==> src/rtl/regwb_arbiter.sv <==
// regwb_arbiter
//   Merges two register-file writeback streams (s0 = execute, s1 = memory)
//   onto a single register-file write port.
//   Each requester owns a one-entry holding buffer.
//   Buffered writes are arbitrated round-robin.
//   When both buffers target the same register, the older write wins so that
//   program order is preserved for that register.
//
// Ports
//   clk, rst                      clock; synchronous active-high reset
//   s0_valid/ready/rd_addr/rd_data  requester 0 offer (valid/ready handshake)
//   s1_valid/ready/rd_addr/rd_data  requester 1 offer
//   reg_write, rd_addr, rd_data   registered register-file write port
//   busy_mask                     per-register pending-write flags
//                                 (only with REGWB_BUSY_MASK_EN defined)
//
// Configuration
//   REGWB_BUSY_MASK_EN  adds the busy_mask output and its logic.

module regwb_arbiter #(
    parameter int DATA_W = 64
) (
    input  logic              clk,
    input  logic              rst,
    input  logic              s0_valid,
    output logic              s0_ready,
    input  logic [4:0]        s0_rd_addr,
    input  logic [DATA_W-1:0] s0_rd_data,
    input  logic              s1_valid,
    output logic              s1_ready,
    input  logic [4:0]        s1_rd_addr,
    input  logic [DATA_W-1:0] s1_rd_data,
    output logic              reg_write,
    output logic [4:0]        rd_addr,
    output logic [DATA_W-1:0] rd_data
`ifdef REGWB_BUSY_MASK_EN
    ,
    output logic [31:0]       busy_mask
`endif
);

    logic              buf0_valid, buf1_valid;
    logic [4:0]        buf0_addr,  buf1_addr;
    logic [DATA_W-1:0] buf0_data,  buf1_data;
    logic              rr_ptr;
    // Set when buffer 1 holds the older write; only meaningful while both are valid.
    logic              old1;

    logic grant0, grant1;
    logic acc0, acc1, load0, load1, stay0, stay1;

    // Arbitration
    always_comb begin
        grant0 = 1'b0;
        grant1 = 1'b0;
        if (buf0_valid && buf1_valid) begin
            if (buf0_addr == buf1_addr) begin
                // Same destination: order matters, age overrides round-robin.
                grant1 = old1;
                grant0 = !old1;
            end else begin
                grant1 = rr_ptr;
                grant0 = !rr_ptr;
            end
        end else begin
            grant0 = buf0_valid;
            grant1 = buf1_valid;
        end
    end

    // Ready depends only on state (and reset), never on the offer itself.
    // A buffer being drained this cycle can reload on the same edge.
    assign s0_ready = !rst && (!buf0_valid || grant0);
    assign s1_ready = !rst && (!buf1_valid || grant1);

    assign acc0  = s0_valid && s0_ready;
    assign acc1  = s1_valid && s1_ready;
    // Writes to x0 are accepted but dropped here.
    assign load0 = acc0 && (s0_rd_addr != 5'd0);
    assign load1 = acc1 && (s1_rd_addr != 5'd0);
    assign stay0 = buf0_valid && !grant0;
    assign stay1 = buf1_valid && !grant1;

    always_ff @(posedge clk) begin
        if (rst) begin
            buf0_valid <= 1'b0;
            buf0_addr  <= '0;
            buf0_data  <= '0;
            buf1_valid <= 1'b0;
            buf1_addr  <= '0;
            buf1_data  <= '0;
            rr_ptr     <= 1'b0;
            old1       <= 1'b0;
            reg_write  <= 1'b0;
            rd_addr    <= '0;
            rd_data    <= '0;
        end else begin
            if (load0) begin
                buf0_valid <= 1'b1;
                buf0_addr  <= s0_rd_addr;
                buf0_data  <= s0_rd_data;
            end else if (grant0) begin
                buf0_valid <= 1'b0;
            end

            if (load1) begin
                buf1_valid <= 1'b1;
                buf1_addr  <= s1_rd_addr;
                buf1_data  <= s1_rd_data;
            end else if (grant1) begin
                buf1_valid <= 1'b0;
            end

            // Age tracking.
            // A buffer loaded alongside a surviving entry is the younger one.
            // A simultaneous load treats buffer 1 as the older write.
            if (load0 && load1)
                old1 <= 1'b1;
            else if (load0 && stay1)
                old1 <= 1'b1;
            else if (load1 && stay0)
                old1 <= 1'b0;

            // Round-robin pointer moves only under contention, to the loser.
            if (buf0_valid && buf1_valid)
                rr_ptr <= grant0;

            reg_write <= grant0 || grant1;
            if (grant0) begin
                rd_addr <= buf0_addr;
                rd_data <= buf0_data;
            end else if (grant1) begin
                rd_addr <= buf1_addr;
                rd_data <= buf1_data;
            end
        end
    end

`ifdef REGWB_BUSY_MASK_EN
    always_comb begin
        busy_mask = '0;
        for (int r = 1; r < 32; r++) begin
            busy_mask[r] = (buf0_valid && (buf0_addr == 5'(r))) ||
                           (buf1_valid && (buf1_addr == 5'(r))) ||
                           (reg_write  && (rd_addr   == 5'(r)));
        end
    end
`endif

endmodule

==> config.mk <==
export PLATFORM = sky130hd
export DESIGN_NAME = regwb_arbiter
export DESIGN_NICKNAME = d
export VERILOG_FILES = /design/src/rtl/regwb_arbiter.sv
export SDC_FILE = /design/constraint.sdc
export NUM_CORES = 1
export LEC_CHECK = 0
export CORE_AREA = 5 5 140 142
export DETAILED_ROUTE_END_ITERATION = 6
export DIE_AREA = 0 0 145 147
export PLACE_DENSITY = 0.78
export RECOVER_POWER = 50
export SETUP_SLACK_MARGIN = 0.3
export SLEW_MARGIN = 20
export SYNTH_ARGS = -nofsm -noshare
export SYNTH_HDL_FRONTEND = slang
export SYNTH_SLANG_ARGS = --single-unit
==> constraint.sdc <==
create_clock -name clk -period 2.2 [get_ports clk]
set_input_delay 0.44 -clock clk [delete_from_list [all_inputs] [get_ports clk]]
set_output_delay 0.44 -clock clk [all_outputs]
set_load 0.02 [all_outputs]
# Yosys cells after proc, flatten, opt, wreduce, memory -nomap -nowiden
# Index checks and enable logic that the tools add are counted.
[op_classes]
n_reduce_logical = 28
mul = 0
add_sub_neg = 0
order_cmp = 0
n_shift = 0
n_eq_ne = 1
div_mod_pow = 0
n_mux = 15
n_bitwise = 0
[op_table]
columns = ["op", "n"]
rows = [
  ["64-bit 2-to-1 mux", 2],
  ["1-bit logical AND", 12],
  ["1-bit 2-to-1 mux", 11],
  ["5-bit 2-to-1 mux", 2],
  ["5-bit nonzero test", 2],
  ["1-bit zero test", 7],
  ["2-bit nonzero test", 3],
  ["5-bit == test", 1],
  ["1-bit logical OR", 3],
  ["3-bit nonzero test", 1],
]
[totals]
reg_bits = 212
rom_bits = 0
latchBits = 0
mem_bits_rw = 0
output_inout_bits = 72
mem_count = 0
wordCells = 55
inputBits = 142

# Depth between registers and ports, before layout
# Gate-level depths: netlist of the first run.
[logic_depth]
ltp_word = 11
mapped_depth = 8
mapped_depth_nobuf = 5

# Worst setup path before layout of the first run
# Ideal clock, no wire load.
[synth_path]
kind = "reg2out"
start = "register buf1_addr[4]"
end = "output port s1_ready"
t_arrival_ns = 1.782
path_stages_with_launch = 7
required_ns = 1.760
path_buffers = 1
path_slack_ns = -0.022
cell_sequence = "dfxtp_1 -> xor2_1 -> or3_4 -> o31ai_4 -> buf_2 -> nor2_1 -> nor2_1"
[synth_between]
elab_chain_len = 5
[synth_rtl]
columns = ["item", "line", "text"]
rows = [
  ["start, declared", "43", "logic [4:0] buf0_addr, buf1_addr;"],
  ["start signal, assigned", "108", "buf1_addr <= s1_rd_addr;"],
  ["5-bit == test", "57", "if (buf0_addr == buf1_addr) begin"],
  ["1-bit 2-to-1 mux", "57", ""],
  ["1-bit 2-to-1 mux", "56", "if (buf0_valid && buf1_valid) begin"],
  ["1-bit logical OR", "74", "assign s1_ready = !rst && (!buf1_valid || grant1);"],
  ["1-bit logical AND", "74", ""],
  ["end, declared", "30", "output logic s1_ready,"],
]
# Every way passes these cells.

# Final worst setup path of the first run
[layout_path]
start = "register buf1_addr[0]"
end = "register buf0_data[40]"
[layout_between]
elab_chain_len = 7
[layout_rtl]
columns = ["item", "line", "text"]
rows = [
  ["5-bit == test", "57", ""],
  ["1-bit 2-to-1 mux", "57", ""],
  ["1-bit 2-to-1 mux", "56", ""],
  ["1-bit logical OR", "73", "assign s0_ready = !rst && (!buf0_valid || grant0);"],
  ["1-bit logical AND", "73", ""],
  ["1-bit logical AND", "76", "assign acc0 = s0_valid && s0_ready;"],
  ["1-bit logical AND", "79", "assign load0 = acc0 && (s0_rd_addr != 5'd0);"],
  ["end signal, assigned", "101", "buf0_data <= s0_rd_data;"],
  ["end, declared", "44", "logic [DATA_W-1:0] buf0_data, buf1_data;"],
]
# Every way passes these cells.
# A chain may end at the register's enable or synchronous reset.

==> results_tabular.tex, run 1 <==
\begin{tabular}{lr}
\hline
Metric & Value \\
\hline
\multicolumn{2}{l}{\textbf{Outcome}} \\
Result of the run & finished with violations \\
Failing checks & negative setup slack \\
\multicolumn{2}{l}{\textbf{Place}} \\
Place WS & -0.2070 ns \\
Routability congestion estimate from global placement & between 0.8 and 0.9 \\
Number of port buffers & approximately 210 \\
Post-detailed-placement half-perimeter wirelength & between 15000 and 20000 um \\
\multicolumn{2}{l}{\textbf{Synthesis}} \\
Nets in the synthesized netlist & approximately 1.0k \\
Cell type contributing the most total cell area after synthesis & sky130\_fd\_sc\_hd\_\_dfxtp\_1 \\
Netlist area before placement & 8874 sq um \\
EDFF count, synth & 0 \\
Area share of the largest cell type after synthesis & 0.4783 \\
Avg Inst Size Synth & 9.827 sq um \\
Most used standard cell by instance count after synthesis & sky130\_fd\_sc\_hd\_\_dfxtp\_1 \\
Synth cell count leaders & sky130\_fd\_sc\_hd\_\_dfxtp\_1 (212), sky130\_fd\_sc\_hd\_\_nand2b\_1 (136), sky130\_fd\_sc\_hd\_\_a21oi\_1 (72) \\
Cell count after synthesis & approximately 900 \\
Primary FF master, synth & sky130\_fd\_sc\_hd\_\_dfxtp\_1 \\
Post-synthesis cell type count & 40 \\
Largest cells by area after synthesis & sky130\_fd\_sc\_hd\_\_dfxtp\_1 (48\%), sky130\_fd\_sc\_hd\_\_nand2b\_1 (9.6\%), sky130\_fd\_sc\_hd\_\_a221o\_1 (7.8\%) \\
Asr flop ratio synth & 0 \\
Sequential share of the synthesized area & 0.4783 \\
Number of warnings issued by yosys & 0 \\
Synth Register Bits & approximately 210 \\
\multicolumn{2}{l}{\textbf{STA}} \\
Worst max-slew margin expressed relative to the limit & 0.3605 \\
Pins over their slew limit & 0 \\
Transition at the pin with the smallest max-transition slack & roughly 0.95 ns \\
Max Clock Skew & between 0.01 and 0.015 ns \\
Minimum setup slack in the final design & -0.2559 ns \\
Hold violation count in the final report & 0 \\
Max frequency & between 400 and 500 MHz \\
Tcrit/Tclk final & 1.116 \\
Final setup violation count & 140 \\
RSZ-0062 raised after global routing & true \\
Final critical path time including I/O delays and setup & roughly 2.5 ns \\
\multicolumn{2}{l}{\textbf{Critical path}} \\
Arrival time worst endpoint & roughly 2.8 ns \\
Highest net fanout along the worst path & 8 \\
Required @ worst endpoint & about 2.6 ns \\
Crit path capture type & register \\
Depth of the most critical reg-to-reg path & 13 \\
Critical path start-end classification & register to register \\
Element type at the critical path start & register \\
\multicolumn{2}{l}{\textbf{Drt}} \\
Number of remaining DRC errors & 0 \\
Per-cell via count in the routed design & 5.829 \\
Drt first pass iters & 5 \\
Total vias in the final route & 8067 \\
Final Routed Wirelength & around 30000 um \\
DRT iter0 DRCs & 529 \\
Number of nets with antenna violations after detailed routing & 0 \\
Wire per inst & about 21 um \\
\multicolumn{2}{l}{\textbf{Clocking}} \\
\# hold bufs at CTS & 0 \\
Clock-pin slew reported for the worst setup and hold paths after clock tree synthesis & roughly 0.060 ns \\
CTS Buffer Depth & 3 \\
TritonCTS clock tree & built \\
\# H-tree levels & 1 \\
Cell chosen for the clock root & sky130\_fd\_sc\_hd\_\_clkbuf\_16 \\
TritonCTS buffer count & 22 \\
Clock network latency to the later pin of the worst-skew pair & around 0.50 ns \\
Clock Sinks & approximately 210 \\
\multicolumn{2}{l}{\textbf{Global route}} \\
Global route overflow & 0 \\
Maximum number of pins on one net before global-route repair & between 100 and 150 \\
Number of antenna violations at the first check in global routing & 0 \\
All-layer global routing usage & 0.2422 \\
Wire length of the first global-routing pass & about 43000 um \\
Number of global-route vias before repair & between 8k and 9k \\
\multicolumn{2}{l}{\textbf{Finish}} \\
Utilization of the core after routing & 0.6912 \\
Number of diodes added for antenna fixing & 0 \\
Sequential Area & approximately 4200 sq um \\
Filler Cells Inserted & approximately 1.4k \\
Area added between synthesis and finish & 42.78\% \\
Share of post-route cells with drive strength above 1 & 0.1348 \\
Area of the multi-input gates & between 4000 and 5000 sq um \\
Number of nets at the end of the flow & around 1.3k \\
\multicolumn{2}{l}{\textbf{Flow run}} \\
Max-cap violations & 0 \\
\multicolumn{2}{l}{\textbf{Floorplan}} \\
I/O Pins & 214 \\
Core Area & about 18000 sq um \\
DIE HEIGHT & $\sim$150 um \\
Effective utilization at floorplan & 0.4841 \\
Row count & 50 \\
Floorplan die area & 21320 sq um \\
Width of the die & $\sim$150 um \\
\multicolumn{2}{l}{\textbf{Hold path}} \\
Hold Path Cell Cnt & 3 \\
Hold Crit Class & input port to register \\
\multicolumn{2}{l}{\textbf{Power and ir drop}} \\
Standby leakage power & 0.004861 uW \\
Areal power density over the cells & approximately 750 nW/um\^{}2 \\
Worst supply voltage drop on vdd & roughly 550 uV \\
Overall Power & about 9500 uW \\
\hline
\end{tabular}
==> metrics by stage <==
step,TNS [ns],hold WS [ns],cell area (sq um),instances
final,-23.57,0.3945,12670,1384
after global routing,-31.34,0.3973,12670,1384
after CTS,-18.27,0.3727,12610,1367
after detailed placement,-14.98,0.4622,11570,1315
after global placement,-7.631,0.4540,11570,1315
after floorplan,0,0.4482,8909,903
==> cell usage in the layout, fill, tap and decap left out, drive strengths merged, types with 67 or more instances in the layout <==
cell / instances
mux2i: 67
o211ai: 67
a21oi: 72
a221o: 69
clkdlybuf4s50: 141
nand2b: 136
buf: 76
and2: 70
clkbuf: 100
dfxtp: 212
o21ai: 70
==> kinds of logic (layout without fill, tap and decap cells) <==
logic type | count (synthesis) | in the layout | synth area share
XOR/XNOR | 5 | 5 | 0.004935
multiplexers | 68 | 68 | 0.07685
AND/OR/NAND/NOR | 228 | 228 | 0.1603
flip-flops | 212 | 212 | 0.4783
buffers and inverters | 98 | 345 | 0.04695
AO/OA/AOI/OAI | 292 | 292 | 0.2327
==> registers in the layout, summed over array words and instances, names as in the netlist <==
register	count
buf1_data	64
old1	1
reg_write	1
rd_data	64
rr_ptr	1
buf1_valid	1
buf1_addr	5
buf0_addr	5
buf0_data	64
buf0_valid	1
rd_addr	5
==> final cells by class <==
cell class / instances / area share
Timing Repair Buffer: 296 / 0.2342
Clock inverter: 10 / 0.008789
Multi-Input combinational cell: 593 / 0.3445
Tap cell: 234 / 0.02311
Inverter: 9 / 0.002666
Clock buffer: 30 / 0.05145
Sequential cell: 212 / 0.3353
==> final timing paths <==
| path | from | endpoint | slack [ns] |
|---|---|---|---|
| max | buf1_addr[0]$_SDFFE_PP0N_ | buf0_data[40]$_SDFFE_PP0P_ | -0.26 |
| min reg2reg | buf1_data[48]$_SDFFE_PP0N_ | rd_data[48]$_SDFFE_PP0P_ | 0.47 |
| max reg2reg | buf1_addr[0]$_SDFFE_PP0N_ | buf0_data[40]$_SDFFE_PP0P_ | -0.26 |
| min | rst | buf1_data[14]$_SDFFE_PP0N_ | 0.39 |
==> timing repair <==
action	in CTS	in global routing
pin swaps	9	12
endpoints found under the setup margin	242	271
setup buffers	6	5
gates resized for setup	26	106
gates cloned	6	12
==> where the power goes <==
part	internal [uW]	switching [uW]
registers	4050	121
clock network	2320	1560
logic	749	685
==> critical path, cell delays in order, from the launching register on <==
cell	delay (ns)
sky130_fd_sc_hd__dfxtp_2	0.34
sky130_fd_sc_hd__xor2_2	0.18
sky130_fd_sc_hd__or3_4	0.43
sky130_fd_sc_hd__buf_6	0.13
sky130_fd_sc_hd__buf_6	0.10
sky130_fd_sc_hd__buf_6	0.11
sky130_fd_sc_hd__nor3_4	0.17
sky130_fd_sc_hd__buf_4	0.14
sky130_fd_sc_hd__buf_6	0.10
sky130_fd_sc_hd__a211oi_4	0.06
sky130_fd_sc_hd__buf_12	0.18
sky130_fd_sc_hd__buf_12	0.13
sky130_fd_sc_hd__buf_16	0.14
sky130_fd_sc_hd__mux2i_1	0.11
==> layer usage <==
metal,global-route usage,vias to the layer above,part of all wire
met5,0,-,0
met4,0.07015,0,0.026
met3,0.03856,65,0.075
met2,0.4082,365,0.48
met1,0.3224,3912,0.42
li1,-,3725,-
No activity file was read; power rests on OpenSTA's default activity.
==> run 2: changes to the inputs <==
- PLACE_DENSITY: 0.78 -> not set
- PLACE_DENSITY_LB_ADDON: not set -> 0.12
==> results_tabular.tex, run 2 (synthesis gave the netlist of run 1 again) <==
\begin{tabular}{lr}
\hline
Metric & Value \\
\hline
\multicolumn{2}{l}{\textbf{Clocking}} \\
CTS Buffer Depth & 3 \\
TritonCTS clock tree & built \\
Clock network latency to the later pin of the worst-skew pair & approximately 0.5 ns \\
Clock Sinks & about 210 \\
\# hold bufs at CTS & 0 \\
\# H-tree levels & 1 \\
TritonCTS buffer count & 23 \\
Clock-pin slew reported for the worst setup and hold paths after clock tree synthesis & 0.06 ns \\
Cell chosen for the clock root & sky130\_fd\_sc\_hd\_\_clkbuf\_16 \\
\multicolumn{2}{l}{\textbf{STA}} \\
Hold WS & about 0.43 ns \\
RSZ-0062 raised after global routing & true \\
Worst max-slew margin expressed relative to the limit & 0.5046 \\
Transition at the pin with the smallest max-transition slack & approximately 0.74 ns \\
Max frequency & approximately 410 MHz \\
Pins over their slew limit & 0 \\
Hold violation count in the final report & 0 \\
Max Clock Skew & around 0.0095 ns \\
Final critical path time including I/O delays and setup & about 2.4 ns \\
Final setup violation count & 138 \\
Tcrit/Tclk final & 1.097 \\
Minimum setup slack in the final design & -0.2136 ns \\
\multicolumn{2}{l}{\textbf{Power and ir drop}} \\
Worst supply voltage drop on vdd & between 700 and 800 uV \\
Overall Power & between 9000 and 10000 uW \\
Areal power density over the cells & 706.0 nW/um\^{}2 \\
Standby leakage power & 0.006027 uW \\
\multicolumn{2}{l}{\textbf{Critical path}} \\
Critical path start-end classification & register to primary output \\
Highest net fanout along the worst path & 3 \\
Arrival time worst endpoint & 1.97 ns \\
Critical Path Slowest Stage Cell & sky130\_fd\_sc\_hd\_\_or3\_4 \\
Cell occurring most often along the worst timing path & sky130\_fd\_sc\_hd\_\_nor2\_4 \\
Crit path capture type & primary output \\
Required @ worst endpoint & about 1.8 ns \\
Family with the most delay on the worst path & simple AND/OR/NAND/NOR gates \\
Element type at the critical path start & register \\
CP cell instances & xor2\_2, or3\_4, o31ai\_4, nor2\_4, nor2\_4, buf\_6 \\
Sum of buffers and inverters on the critical path & 1 \\
Maximum cell stage delay along the critical path & approximately 0.43 ns \\
\multicolumn{2}{l}{\textbf{Outcome}} \\
Result of the run & finished with violations \\
Failing checks & negative setup slack \\
\multicolumn{2}{l}{\textbf{Drt}} \\
Number of nets with antenna violations after detailed routing & 0 \\
Total vias in the final route & about 7.9k \\
DRT iter0 DRCs & slightly above 600 \\
Wire per inst & between 20 and 25 um \\
Drt first pass iters & 5 \\
Number of remaining DRC errors & 0 \\
Final Routed Wirelength & between 20000 and 30000 um \\
Per-cell via count in the routed design & 5.635 \\
\multicolumn{2}{l}{\textbf{Place}} \\
Number of port buffers & 213 \\
Post-detailed-placement half-perimeter wirelength & roughly 16000 um \\
Count of placed standard cells including taps & approximately 1.3k \\
Placed cell area & approximately 12000 sq um \\
Routability congestion estimate from global placement & roughly 0.83 \\
\multicolumn{2}{l}{\textbf{Global route}} \\
Global routing usage on met2 & 0.4004 \\
Number of antenna violations at the first check in global routing & 0 \\
Maximum number of pins on one net before global-route repair & 112 \\
Wire length of the first global-routing pass & 44000 um \\
Met3 track utilization from global routing & 0.04719 \\
Number of global-route vias before repair & around 7.8k \\
All-layer global routing usage & 0.2506 \\
GRT busiest layer & met2 \\
Global route overflow & 0 \\
Met1 Resource Use GR & 0.3442 \\
\multicolumn{2}{l}{\textbf{Floorplan}} \\
DIE HEIGHT & around 150 um \\
Effective utilization at floorplan & 0.4841 \\
Width of the die & between 100 and 150 um \\
Floorplan die area & approximately 21000 sq um \\
I/O Pins & around 210 \\
Core Area & $\sim$18000 sq um \\
Row count & 50 \\
\multicolumn{2}{l}{\textbf{Finish}} \\
Number of diodes added for antenna fixing & 0 \\
Finished layout cell area & roughly 13000 sq um \\
Largest registers & buf0\_data: 64 flops, buf1\_data: 64 flops, rd\_data: 64 flops \\
Area added between synthesis and finish & 50.41\% \\
Most frequent cells in the layout & sky130\_fd\_sc\_hd\_\_dfxtp\_1 (210), sky130\_fd\_sc\_hd\_\_clkdlybuf4s50\_1 (154), sky130\_fd\_sc\_hd\_\_nand2b\_1 (136), sky130\_fd\_sc\_hd\_\_a21oi\_1 (70) \\
Share of post-route cells with drive strength above 1 & 0.1382 \\
Non-filler instance count after layout & $\sim$1.4k \\
Number of nets at the end of the flow & about 1.3k \\
Most common cell after layout, fill and taps aside & sky130\_fd\_sc\_hd\_\_dfxtp\_1 \\
\multicolumn{2}{l}{\textbf{Flow run}} \\
Max-cap violations & 0 \\
\multicolumn{2}{l}{\textbf{Hold path}} \\
Hold Crit Class & input port to register \\
\hline
\end{tabular}
[run 2: what timing repair did]
item	CTS	global route
setup endpoints to repair	242	263
buffers inserted	15	4
gates resized for setup	51	85
pin swaps	7	3
gates cloned	13	9
[run 2: layout make-up]
cell class	instances	area (sq um)
clock buffer	35	680.7
clock inverter	3	40.04
fill	1347	4984
inverter	9	33.78
multi-input combinational	593	4347
sequential	212	4247
tap	234	292.8
timing repair buffer	313	3706
[run 2: per-stage QoR]
step	TNS, ns	util	worst slack (ns)
6_report	-16.64	0.7281	-0.2136
3_5_place_dp	-11.61	0.6304	-0.2035
3_3_place_gp	-9.562	0.6304	-0.1625
4_1_cts	-12.53	0.7020	-0.2357
2_1_floorplan	0	-	0.2073
5_1_grt	-26.29	0.7281	-0.2787
[run 2: where the power goes]
part / switching, uW / internal [uW] / total, uW
clock network: 1500 / 2230 / 3720
registers: 115 / 4060 / 4170
logic: 689 / 840 / 1530
total: 2300 / 7120 / 9420
[run 2: final timing paths]
kind | from | to | slack (ns) | depth (start not counted)
hold / removal | rst | buf1_addr[1]$_SDFFE_PP0N_ | 0.43 | 3
hold reg to reg | buf0_data[33]$_SDFFE_PP0P_ | rd_data[33]$_SDFFE_PP0P_ | 0.47 | 1
setup / recovery | buf1_addr[3]$_SDFFE_PP0N_ | s1_ready | -0.21 | 6
setup reg to reg | buf1_addr[3]$_SDFFE_PP0N_ | rd_data[1]$_SDFFE_PP0P_ | -0.20 | 11
[run 2: layer usage]
metal | wire [um] | part of all wire
met5 | 0 | 0
met4 | 988 | 0.033
met3 | 2043 | 0.069
met2 | 13560 | 0.46
met1 | 12950 | 0.44
[run 2: tightest hold or removal path: stages]
cell                      delay [ns]
sky130_fd_sc_hd__buf_6          0.09
sky130_fd_sc_hd__buf_4          0.28
sky130_fd_sc_hd__a21oi_1        0.07
